File: config.mk
export PLATFORM = sky130hd
export DESIGN_NAME = warships_game_ctl
export DESIGN_NICKNAME = d
export VERILOG_FILES = /design/src/rtl/warships_pkg.sv /design/src/rtl/warships_link_sync.sv /design/src/rtl/warships_game_ctl.sv
export SDC_FILE = /design/constraint.sdc
export NUM_CORES = 1
export LEC_CHECK = 0
export ABC_AREA = 1
export BUFFER_PORTS_ARGS = -buffer_cell sky130_fd_sc_hd__clkbuf_2
export CAP_MARGIN = 20
export CORE_MARGIN = 4
export CORE_UTILIZATION = 35
export DETAILED_ROUTE_END_ITERATION = 8
export SLEW_MARGIN = 20
export SYNTH_ARGS = -nofsm -noshare
export SYNTH_HDL_FRONTEND = slang
export SYNTH_SLANG_ARGS = --single-unit
File: constraint.sdc
create_clock -name clk -period 5.1 [get_ports clk]
set_input_delay 0.765 -clock clk [delete_from_list [all_inputs] [get_ports clk]]
set_output_delay 0.765 -clock clk [all_outputs]
set_load 0.02 [all_outputs]
File: src/rtl/warships_pkg.sv
// Shared types for the warships game controller: cell codes, game states, coordinate width.
package warships_pkg;

  localparam int unsigned COORD_W = 4;

  typedef enum logic [1:0] {
    CellEmpty = 2'b00,
    CellShip  = 2'b01,
    CellMiss  = 2'b10,
    CellHit   = 2'b11
  } cell_t;

  typedef enum logic [3:0] {
    StClear    = 4'd0,
    StPlace    = 4'd1,
    StWaitPeer = 4'd2,
    StMyTurn   = 4'd3,
    StShotReq  = 4'd4,
    StShotRel  = 4'd5,
    StEnTurn   = 4'd6,
    StAnsAck   = 4'd7,
    StAnsRel   = 4'd8,
    StWin      = 4'd9,
    StLose     = 4'd10
  } game_state_t;

endpackage

File: src/rtl/warships_link_sync.sv
// Multi-flop synchroniser for the asynchronous peer link bus.
module warships_link_sync #(
  parameter int unsigned Width       = 10,
  parameter int unsigned SYNC_STAGES = 2
) (
  input  logic             clk_i,
  input  logic             rst_ni,
  input  logic [Width-1:0] d_i,
  output logic [Width-1:0] q_o
);

  logic [Width-1:0] sync_q [SYNC_STAGES];

  always_ff @(posedge clk_i or negedge rst_ni) begin
    if (!rst_ni) begin
      for (int i = 0; i < int'(SYNC_STAGES); i++) sync_q[i] <= '0;
    end else begin
      sync_q[0] <= d_i;
      for (int i = 1; i < int'(SYNC_STAGES); i++) sync_q[i] <= sync_q[i-1];
    end
  end

  assign q_o = sync_q[SYNC_STAGES-1];

endmodule

File: src/rtl/warships_game_ctl.sv
// Warships game controller: board clear, ship placement, peer handshake and shot exchange.
module warships_game_ctl
  import warships_pkg::*;
#(
  parameter int unsigned X_SIZE       = 12,
  parameter int unsigned Y_SIZE       = 12,
  parameter int unsigned SHIP_CELLS   = 10,
  parameter int unsigned FIRST_PLAYER = 1,
  parameter int unsigned SYNC_STAGES  = 2
) (
  input  logic       clk,
  input  logic       rst_n,
  input  logic       mouse_left,
  input  logic       start_btn,
  input  logic       cell_valid,
  input  logic       cell_board,
  input  logic [3:0] cell_x,
  input  logic [3:0] cell_y,
  input  logic       ready_in,
  input  logic       hit_in,
  input  logic [7:0] cords_in,
  output logic       ready_out,
  output logic       hit_out,
  output logic [7:0] cords_out,
  output logic [7:0] my_addr,
  output logic [7:0] en_addr,
  output logic [1:0] my_wdata,
  output logic [1:0] en_wdata,
  output logic       my_wnr,
  output logic       en_wnr,
  output logic [3:0] state,
  output logic [7:0] ships_left
);

  localparam int unsigned NCells = X_SIZE * Y_SIZE;
  localparam int unsigned IdxW   = (NCells > 1) ? $clog2(NCells) : 1;
  localparam int unsigned CntW   = $clog2(NCells + 1);

  logic [9:0] link_s;
  logic       ready_s, hit_s;
  logic [7:0] cords_s;

  warships_link_sync #(
    .Width      (10),
    .SYNC_STAGES(SYNC_STAGES)
  ) u_link_sync (
    .clk_i (clk),
    .rst_ni(rst_n),
    .d_i   ({ready_in, hit_in, cords_in}),
    .q_o   (link_s)
  );

  assign ready_s = link_s[9];
  assign hit_s   = link_s[8];
  assign cords_s = link_s[7:0];

  game_state_t             state_q;
  logic                    mouse_q, start_q, peer_seen_q;
  logic [COORD_W-1:0]      clr_x_q, clr_y_q;
  logic [NCells-1:0]       own_ship_q, shot_q, answered_q;
  logic [CntW-1:0]         place_cnt_q, hits_q, ships_left_q;
  logic                    ready_out_q, hit_out_q, my_wnr_q, en_wnr_q;
  logic [7:0]              cords_out_q, my_addr_q, en_addr_q;
  logic [1:0]              my_wdata_q, en_wdata_q;

  logic            click, start_edge, ptr_ok, peer_ok, clr_row_end, clr_last;
  logic [IdxW-1:0] ptr_idx, peer_idx;

  always_comb begin
    click       = mouse_left & ~mouse_q;
    start_edge  = start_btn & ~start_q;
    ptr_ok      = cell_valid && (32'(cell_x) < X_SIZE) && (32'(cell_y) < Y_SIZE);
    ptr_idx     = IdxW'(32'(cell_y) * X_SIZE + 32'(cell_x));
    peer_ok     = (32'(cords_s[3:0]) < X_SIZE) && (32'(cords_s[7:4]) < Y_SIZE);
    peer_idx    = IdxW'(32'(cords_s[7:4]) * X_SIZE + 32'(cords_s[3:0]));
    clr_row_end = (32'(clr_x_q) == X_SIZE - 1);
    clr_last    = clr_row_end && (32'(clr_y_q) == Y_SIZE - 1);
  end

  always_ff @(posedge clk or negedge rst_n) begin
    if (!rst_n) begin
      state_q      <= StClear;
      mouse_q      <= 1'b0;
      start_q      <= 1'b0;
      peer_seen_q  <= 1'b0;
      clr_x_q      <= '0;
      clr_y_q      <= '0;
      own_ship_q   <= '0;
      shot_q       <= '0;
      answered_q   <= '0;
      place_cnt_q  <= '0;
      hits_q       <= '0;
      ships_left_q <= CntW'(SHIP_CELLS);
      ready_out_q  <= 1'b0;
      hit_out_q    <= 1'b0;
      cords_out_q  <= '0;
      my_addr_q    <= '0;
      en_addr_q    <= '0;
      my_wdata_q   <= '0;
      en_wdata_q   <= '0;
      my_wnr_q     <= 1'b0;
      en_wnr_q     <= 1'b0;
    end else begin
      mouse_q  <= mouse_left;
      start_q  <= start_btn;
      my_wnr_q <= 1'b0;
      en_wnr_q <= 1'b0;
      unique case (state_q)
        StClear: begin
          my_wnr_q   <= 1'b1;
          en_wnr_q   <= 1'b1;
          my_addr_q  <= {clr_y_q, clr_x_q};
          en_addr_q  <= {clr_y_q, clr_x_q};
          my_wdata_q <= CellEmpty;
          en_wdata_q <= CellEmpty;
          if (clr_last) begin
            clr_x_q <= '0;
            clr_y_q <= '0;
            state_q <= StPlace;
          end else if (clr_row_end) begin
            clr_x_q <= '0;
            clr_y_q <= clr_y_q + 1'b1;
          end else begin
            clr_x_q <= clr_x_q + 1'b1;
          end
        end
        StPlace: begin
          // A start press swallows any click arriving in the same cycle.
          if (start_edge) begin
            if (32'(place_cnt_q) == SHIP_CELLS) begin
              ready_out_q <= 1'b1;
              state_q     <= StWaitPeer;
            end
          end else if (click && ptr_ok && !cell_board && !own_ship_q[ptr_idx]) begin
            own_ship_q[ptr_idx] <= 1'b1;
            my_wnr_q            <= 1'b1;
            my_addr_q           <= {cell_y, cell_x};
            my_wdata_q          <= CellShip;
            place_cnt_q         <= place_cnt_q + 1'b1;
          end
        end
        StWaitPeer: begin
          if (!peer_seen_q) begin
            if (ready_s) begin
              ready_out_q <= 1'b0;
              peer_seen_q <= 1'b1;
            end
          end else if (!ready_s) begin
            peer_seen_q <= 1'b0;
            state_q     <= (FIRST_PLAYER == 1) ? StMyTurn : StEnTurn;
          end
        end
        StMyTurn: begin
          if (click && ptr_ok && cell_board && !shot_q[ptr_idx]) begin
            shot_q[ptr_idx] <= 1'b1;
            cords_out_q     <= {cell_y, cell_x};
            ready_out_q     <= 1'b1;
            state_q         <= StShotReq;
          end
        end
        StShotReq: begin
          if (ready_s) begin
            en_wnr_q    <= 1'b1;
            en_addr_q   <= cords_out_q;
            en_wdata_q  <= hit_s ? CellHit : CellMiss;
            hits_q      <= hit_s ? hits_q + 1'b1 : hits_q;
            ready_out_q <= 1'b0;
            state_q     <= StShotRel;
          end
        end
        StShotRel: begin
          if (!ready_s) state_q <= (32'(hits_q) == SHIP_CELLS) ? StWin : StEnTurn;
        end
        StEnTurn: begin
          if (ready_s) begin
            ready_out_q <= 1'b1;
            hit_out_q   <= 1'b0;
            state_q     <= StAnsAck;
            // Off-board coordinates are answered MISS without touching memory.
            if (peer_ok) begin
              answered_q[peer_idx] <= 1'b1;
              my_wnr_q             <= 1'b1;
              my_addr_q            <= cords_s;
              if (own_ship_q[peer_idx] && !answered_q[peer_idx]) begin
                hit_out_q    <= 1'b1;
                my_wdata_q   <= CellHit;
                ships_left_q <= ships_left_q - 1'b1;
              end else begin
                my_wdata_q <= CellMiss;
              end
            end
          end
        end
        StAnsAck: begin
          if (!ready_s) begin
            ready_out_q <= 1'b0;
            hit_out_q   <= 1'b0;
            state_q     <= (ships_left_q == '0) ? StLose : StMyTurn;
          end
        end
        default: ;
      endcase
    end
  end

  assign state      = state_q;
  assign ready_out  = ready_out_q;
  assign hit_out    = hit_out_q;
  assign cords_out  = cords_out_q;
  assign my_addr    = my_addr_q;
  assign en_addr    = en_addr_q;
  assign my_wdata   = my_wdata_q;
  assign en_wdata   = en_wdata_q;
  assign my_wnr     = my_wnr_q;
  assign en_wnr     = en_wnr_q;
  assign ships_left = 8'(ships_left_q);

endmodule

==> results of run 1 <==
==> path summary, 6_finish.rpt <==
kind | slack, ns | endpoint
setup reg to reg | 0.90 | ships_left[4]
setup / recovery | 0.90 | ships_left[4]
hold reg to reg | 0.35 | u_link_sync.q_o[1]
max in group asynchronous | 3.77 | answered_q[4]
min in group clk | 0.25 | u_link_sync.sync_q[19]
hold / removal | 0.16 | own_ship_q[16]
==> cell families after synthesis <==
group	Yosys count
flops	523
fa+ha+maj	25
simple gates	1493
compound gates	694
xor+xnor	28
buf+inv	386
==> through the flow <==
stage / setup slack (ns) / hold WS [ns] / utilization, % / power (mW) / instance area [sq um]
3_3_place_gp: 0.708 / 0.333 / 37.3 / 5.15 / 27200
6_report: 0.903 / 0.156 / 39.8 / 9.15 / 29000
3_5_place_dp: 0.647 / 0.339 / 37.3 / 5.15 / 27200
2_1_floorplan: 1.76 / 0.331 / - / 4.70 / 25800
4_1_cts: 0.985 / 0.152 / 39.8 / 9.20 / 29000
5_1_grt: 0.614 / 0.189 / 39.8 / 9.46 / 29000
==> worst max-delay path: stages, from the launching register on <==
cell and delay [ns]:
dfrtp_1 0.47, ha_1 0.35, inv_1 0.06, fa_1 0.63, nor2_1 0.27, buf_4 0.27
nand2_1 0.08, nand2_1 0.10, o21ai_0 0.50, nand2_1 0.13, nor2_1 0.23, nor2_1 0.07
nor2_1 0.35, nand3_2 0.33, nand2_1 0.14, o21ai_0 0.08
==> per-layer routing <==
layer,vias up,global-route usage [%],part of all wire (%)
li1,10226,-,-
met1,10515,28.1,45
met2,642,31.3,45
met3,125,3.30,6.4
met4,0,5.87,2.7
met5,-,0,0
==> flip-flops by register name, summed over array words and instances, names as in the netlist, 8 cells and up <==
signal	cells
en_addr	8
u_link_sync.q_o	10
place_cnt_q	8
my_addr	8
cords_out	8
ships_left	8
hits_q	8
shot_q	144
u_link_sync.sync_q	10
answered_q	144
own_ship_q	144
==> cells in the final DEF, fill, tap and decap left out, types with 17 or more instances in the layout <==
cell type,n
o21ai_1,55
o21bai_1,210
o21ai_0,267
a21oi_1,38
clkbuf_2,65
o21bai_2,80
inv_1,229
o22ai_1,25
xor2_1,17
clkbuf_16,55
ha_1,21
nor2_1,179
buf_4,58
nand4_1,33
nand3_1,57
clkbuf_8,18
nand2_1,1190
dfrtp_1,520
==> area by class of cell <==
cell class	instances	area (sq um)	share of cell area, %
flip-flops and latches	523	13100	45.1
multi-input cells	2240	11000	38.1
clock buffers	83	1660	5.73
well taps	959	1200	4.13
repair buffers	133	956	3.29
inverters	244	916	3.16
clock inverters	15	148	0.509
diodes	1	2.50	0.00862
==> power groups by stage <==
| stage | logic (mW) | clock network [mW] | registers (mW) |
|---|---|---|---|
| finish | 0.912 | 4.07 | 4.17 |
| global placement | 0.901 | 0 | 4.25 |
| global route | 0.984 | 4.31 | 4.17 |
| detailed placement | 0.899 | 0 | 4.25 |
| floorplan | 0.463 | 0 | 4.24 |
| CTS | 0.902 | 4.13 | 4.17 |
==> impl_metrics.yaml, run 1 <==
pwr:
  p_comb_share_pct: 10.0
  switchingPower_mw: 2.47
  intPower_mw: 6.68
  vdd_drop_max_v: 0.000270
  seqPwrFrac_pct: 45.6
  p_leak_nw: 14.4
  p_per_area_nw_per_um2: 315
  switching_share_pct: 27.0
  clkPwrFrac_pct: 44.5
cts:
  clk_pin_slew_ns: 0.06
  worstSkewPairLatency_ns: 0.62
  cts.path.max_buffers: 3
  hold_buffers: 0
  cts_setup_buffers: 0
  cts.sinks: 523
  cts_tree: "built"
  root_buffer: "clkbuf_16"
  htreeDepth: 2
  numCtsBuffers: 55
  cts_resized: 0
final_layout:
  drive_gt1_share_pct: 10.2
  final-instance-count-excl-fill: 4198
  fin_nets: 3246
  fill_cells: 7414
  area_growth_pct: 12.7
routing:
  vias: 21508
  viasPerCell: 5.12
  ant_nets: 0
  wl_per_cell_microns: 18.6
  drt-total-wl_mm: 78.3
  drc: 0
  drt_first_iter_violations: 2070
  first_pass_iters: 6
logic_synthesis:
  yosysMostFrequentCell: "nand2_1"
  synth.area.mux_share_pct: 0
  ys_warn_count: 0
  ys_async_sr_fraction_pct: 100
  synth_xor_area_share_pct: 0.952
  synth_area_sq_um: 25800
  synth_common_cells: "nand2_1, dfrtp_1, o21ai_0"
  synth_top_family_by_area: "simple AND/OR/NAND/NOR gates"
  syn_inst: 3149
  synthAdderAreaFrac_pct: 1.33
  netlist.area_leader.share_pct: 50.6
  ys_seq_area_share_pct: 50.8
  synth_area_leaders: "dfrtp_1, nand2_1, o21bai_1"
  synth-compound-area-share_pct: 17.8
  ys_seq_elements: 523
  netlist-cell-type-count: 40
  synth-simple-area-share_pct: 22.7
  synth_edf_count: 0
  avgSynthCellArea_sq_um: 8.18
  ys.flop_type: "dfrtp_1"
  synth_top_cell_by_area: "dfrtp_1"
  syn-num-nets: 3198
grt:
  grt-ovfl-total: 0
  grt_start_max_net_pins: 126
  antenna_found_initial: 1
  grt.total_usage_pct: 19.8
  grt_pass1_wl_mm: 122
  grt_pass1_vias: 20677
placement:
  placedCellCount: 4099
  port_buffers: 67
  hpwl_mm: 50.2
  gp_congestion: 0.888
timing:
  max_slew.worst_pin.slew_ns: 0.934
  slew_headroom_pct: 37.5
  slew_violations: 0
  setup_violations: 0
  fin_crit_sh_pct: 82.3
  finalCriticalPeriod_ns: 4.20
  finalHoldViolCount: 0
  finClkSkew_ns: 0.0353
  rsz0062_at_grt: "false"
  fin_tns_setup_ns: 0
  fmax_ghz: 0.238
floorplanning:
  start_util_pct: 35.3
  die_y_microns: 279
  num_io_pins: 68
  core_area_sq_um: 73000
  fp.dieArea_sq_um: 78000
  fp.dieW_microns: 279
  rows: 99
worst_setup_path:
  reg2reg_depth: 15
  required_ns: 5.59
  r2r_start: "u_link_sync.q_o[5]"
  cp-startpoint: "u_link_sync.q_o[5]"
  arrival_ns: 4.69
  startpoint_type: "register"
  path_max_fanout: 16
  criticalPathCategory: "register to register"
  setup.worst_path.end_class: "register"
run:
  drv_cap: 0
outcome:
  status: "finished, final reports clean"
min_path:
  hold_class: "input pin to async pin"
(Power assumes the default switching activity.)
==> run 2, diff against run 1 <==
==> constraint.sdc (replaced) <==
create_clock -name clk -period 3.6 [get_ports clk]
set_input_delay 0.54 -clock clk [delete_from_list [all_inputs] [get_ports clk]]
set_output_delay 0.54 -clock clk [all_outputs]
set_load 0.02 [all_outputs]
==> run 2 against run 1 <==
Power is 47% higher. Combinational power increased by 51%. Clock power up 52%.
==> impl_metrics.yaml, run 2 (synthesis gave the netlist of run 1 again) <==
timing:
  fmax_ghz: 0.299
  finClkSkew_ns: 0.0277
  rsz0062_at_grt: "false"
  setup_slack_ns: 0.255
  finalCriticalPeriod_ns: 3.34
  fin_crit_sh_pct: 92.9
  slew_violations: 0
  whs_ns: 0.0417
  setup_violations: 0
  finalHoldViolCount: 0
  slew_headroom_pct: 37.4
  fin_tns_setup_ns: 0
  max_slew.worst_pin.slew_ns: 0.937
floorplanning:
  fp.dieW_microns: 279
  fp.dieArea_sq_um: 78000
  rows: 99
  num_io_pins: 68
  die_y_microns: 279
  start_util_pct: 35.3
  core_area_sq_um: 73000
final_layout:
  fin_nets: 3316
  top_regs: "answered_q (144), own_ship_q (144), shot_q (144)"
  final_util_pct: 41.0
  layout_commonest_cell: "nand2_1"
  area_growth_pct: 16.2
  final_cell_mix: "nand2_1, dfrtp_1, o21ai_0"
  drive_gt1_share_pct: 12.3
  num_antenna_cells: 0
  fill_cells: 7344
cts:
  htreeDepth: 2
  worstSkewPairLatency_ns: 0.62
  cts_setup_buffers: 0
  clk_pin_slew_ns: 0.06
  numCtsBuffers: 56
  root_buffer: "clkbuf_16"
  cts.sinks: 523
  cts.path.max_buffers: 3
  cts_tree: "built"
routing:
  drc: 0
  vias: 21788
  ant_nets: 0
  first_pass_iters: 5
  wl_per_cell_microns: 18.6
  drt-total-wl_mm: 79.5
  drt_first_iter_violations: 2047
  viasPerCell: 5.10
pwr:
  seqPwrFrac_pct: 43.9
  p_leak_nw: 14.9
  vdd_drop_max_v: 0.000361
  switchingPower_mw: 3.51
  switching_share_pct: 26.1
  clkPwrFrac_pct: 45.9
  intPower_mw: 9.95
  p_comb_share_pct: 10.2
  p_per_area_nw_per_um2: 450
grt:
  grt_pass1_vias: 21235
  grt.total_usage_pct: 20.2
  grt_start_max_net_pins: 79
  grt-ovfl-total: 0
  grt_pass1_wl_mm: 125
  antenna_found_initial: 0
worst_setup_path:
  startpoint_type: "register"
  cp_top_family: "adder cells"
  required_ns: 4.08
  criticalPathCategory: "register to register"
  path_max_fanout: 18
  cpMaxStageDelayCell: "fa_2"
  critPathMaxStageDelay_ns: 0.62
  path_cells: "ha_1, inv_1, fa_2, nor2_1, buf_12, nand2_1, nand2_1, o21ai_0, nand2_1, nor2_1, buf_4, nor2_1, nor2_1, buf_4, nand3_2, buf_4, nand2_1, o21ai_0"
  crit_buf_inv: 5
  setup.worst_path.end_class: "register"
  arrival_ns: 3.83
min_path:
  hold_class: "input pin to register"
run:
  drv_cap: 0
placement:
  gp_congestion: 0.934
  port_buffers: 67
  dp_slack_ns: -0.0405
  hpwl_mm: 53.7
outcome:
  status: "finished, final reports clean"
==> run 2: changes by cell type in the layout (fill, tap and decap cells not counted), moves of 3 or more <==
cell       change
bufinv_16      +4
buf_12        +17
buf_4         +51
clkbuf_1       -3
clkbuf_16      +3
==> run 2: final timing paths <==
kind | start | end | slack [ns] | cells past startpoint
setup / recovery | u_link_sync.q_o[4] | ships_left[4] | 0.26 | 18
hold / removal | ready_in | u_link_sync.sync_q[19] | 0.04 | 1
setup reg to reg | u_link_sync.q_o[4] | ships_left[4] | 0.26 | 18
hold reg to reg | u_link_sync.sync_q[11] | u_link_sync.q_o[1] | 0.35 | 0
max in group asynchronous | rst_n | answered_q[72] | 2.03 | 4
min in group asynchronous | rst_n | shot_q[35] | 0.54 | 2
==> run 2: per-stage QoR <==
stage / area [sq um] / cells / power, mW
floorplan: 25800 / 3149 / 6.66
global placement: 27900 / 4167 / 7.38
detailed placement: 27900 / 4167 / 7.38
CTS: 29900 / 4270 / 13.6
global route: 29900 / 4270 / 13.9
finish: 29900 / 4270 / 13.5
==> run 2: layout make-up <==
cell class / instances / area [sq um] / share of cell area [%]
Clock buffer: 82 / 1710 / 5.72
Clock inverter: 20 / 272 / 0.907
Inverter: 244 / 916 / 3.06
Multi-Input combinational cell: 2240 / 11100 / 36.9
Sequential cell: 523 / 13100 / 43.7
Tap cell: 959 / 1200 / 4.01
Timing Repair Buffer: 202 / 1690 / 5.64
==> run 2: timing repair <==
action,CTS,global route
endpoints found under the setup margin,0,7
gates resized for setup,0,3
endpoints found under the hold margin,70,0
hold buffers,1,0
==> run 2: metal layers <==
| metal | vias to the layer above | global-route usage (%) | share of wire [%] | wire length [microns] |
|---|---|---|---|---|
| li1 | 10391 | - | - | - |
| met1 | 10630 | 28.4 | 45 | 36000 |
| met2 | 621 | 32.1 | 46 | 36700 |
| met3 | 146 | 3.01 | 5.5 | 4400 |
| met4 | 0 | 6.43 | 3.0 | 2400 |
| met5 | - | 0 | 0 | 0 |
==> run 2: power groups by stage <==
| stage | clock network, mW | registers (mW) | logic [mW] |
|---|---|---|---|
| 6_report | 6.18 | 5.91 | 1.38 |
| 5_1_grt | 6.50 | 5.90 | 1.49 |
| 4_1_cts | 6.29 | 5.91 | 1.37 |
| 3_5_place_dp | 0 | 6.01 | 1.36 |
| 3_3_place_gp | 0 | 6.01 | 1.36 |
| 2_1_floorplan | 0 | 6.01 | 0.656 |
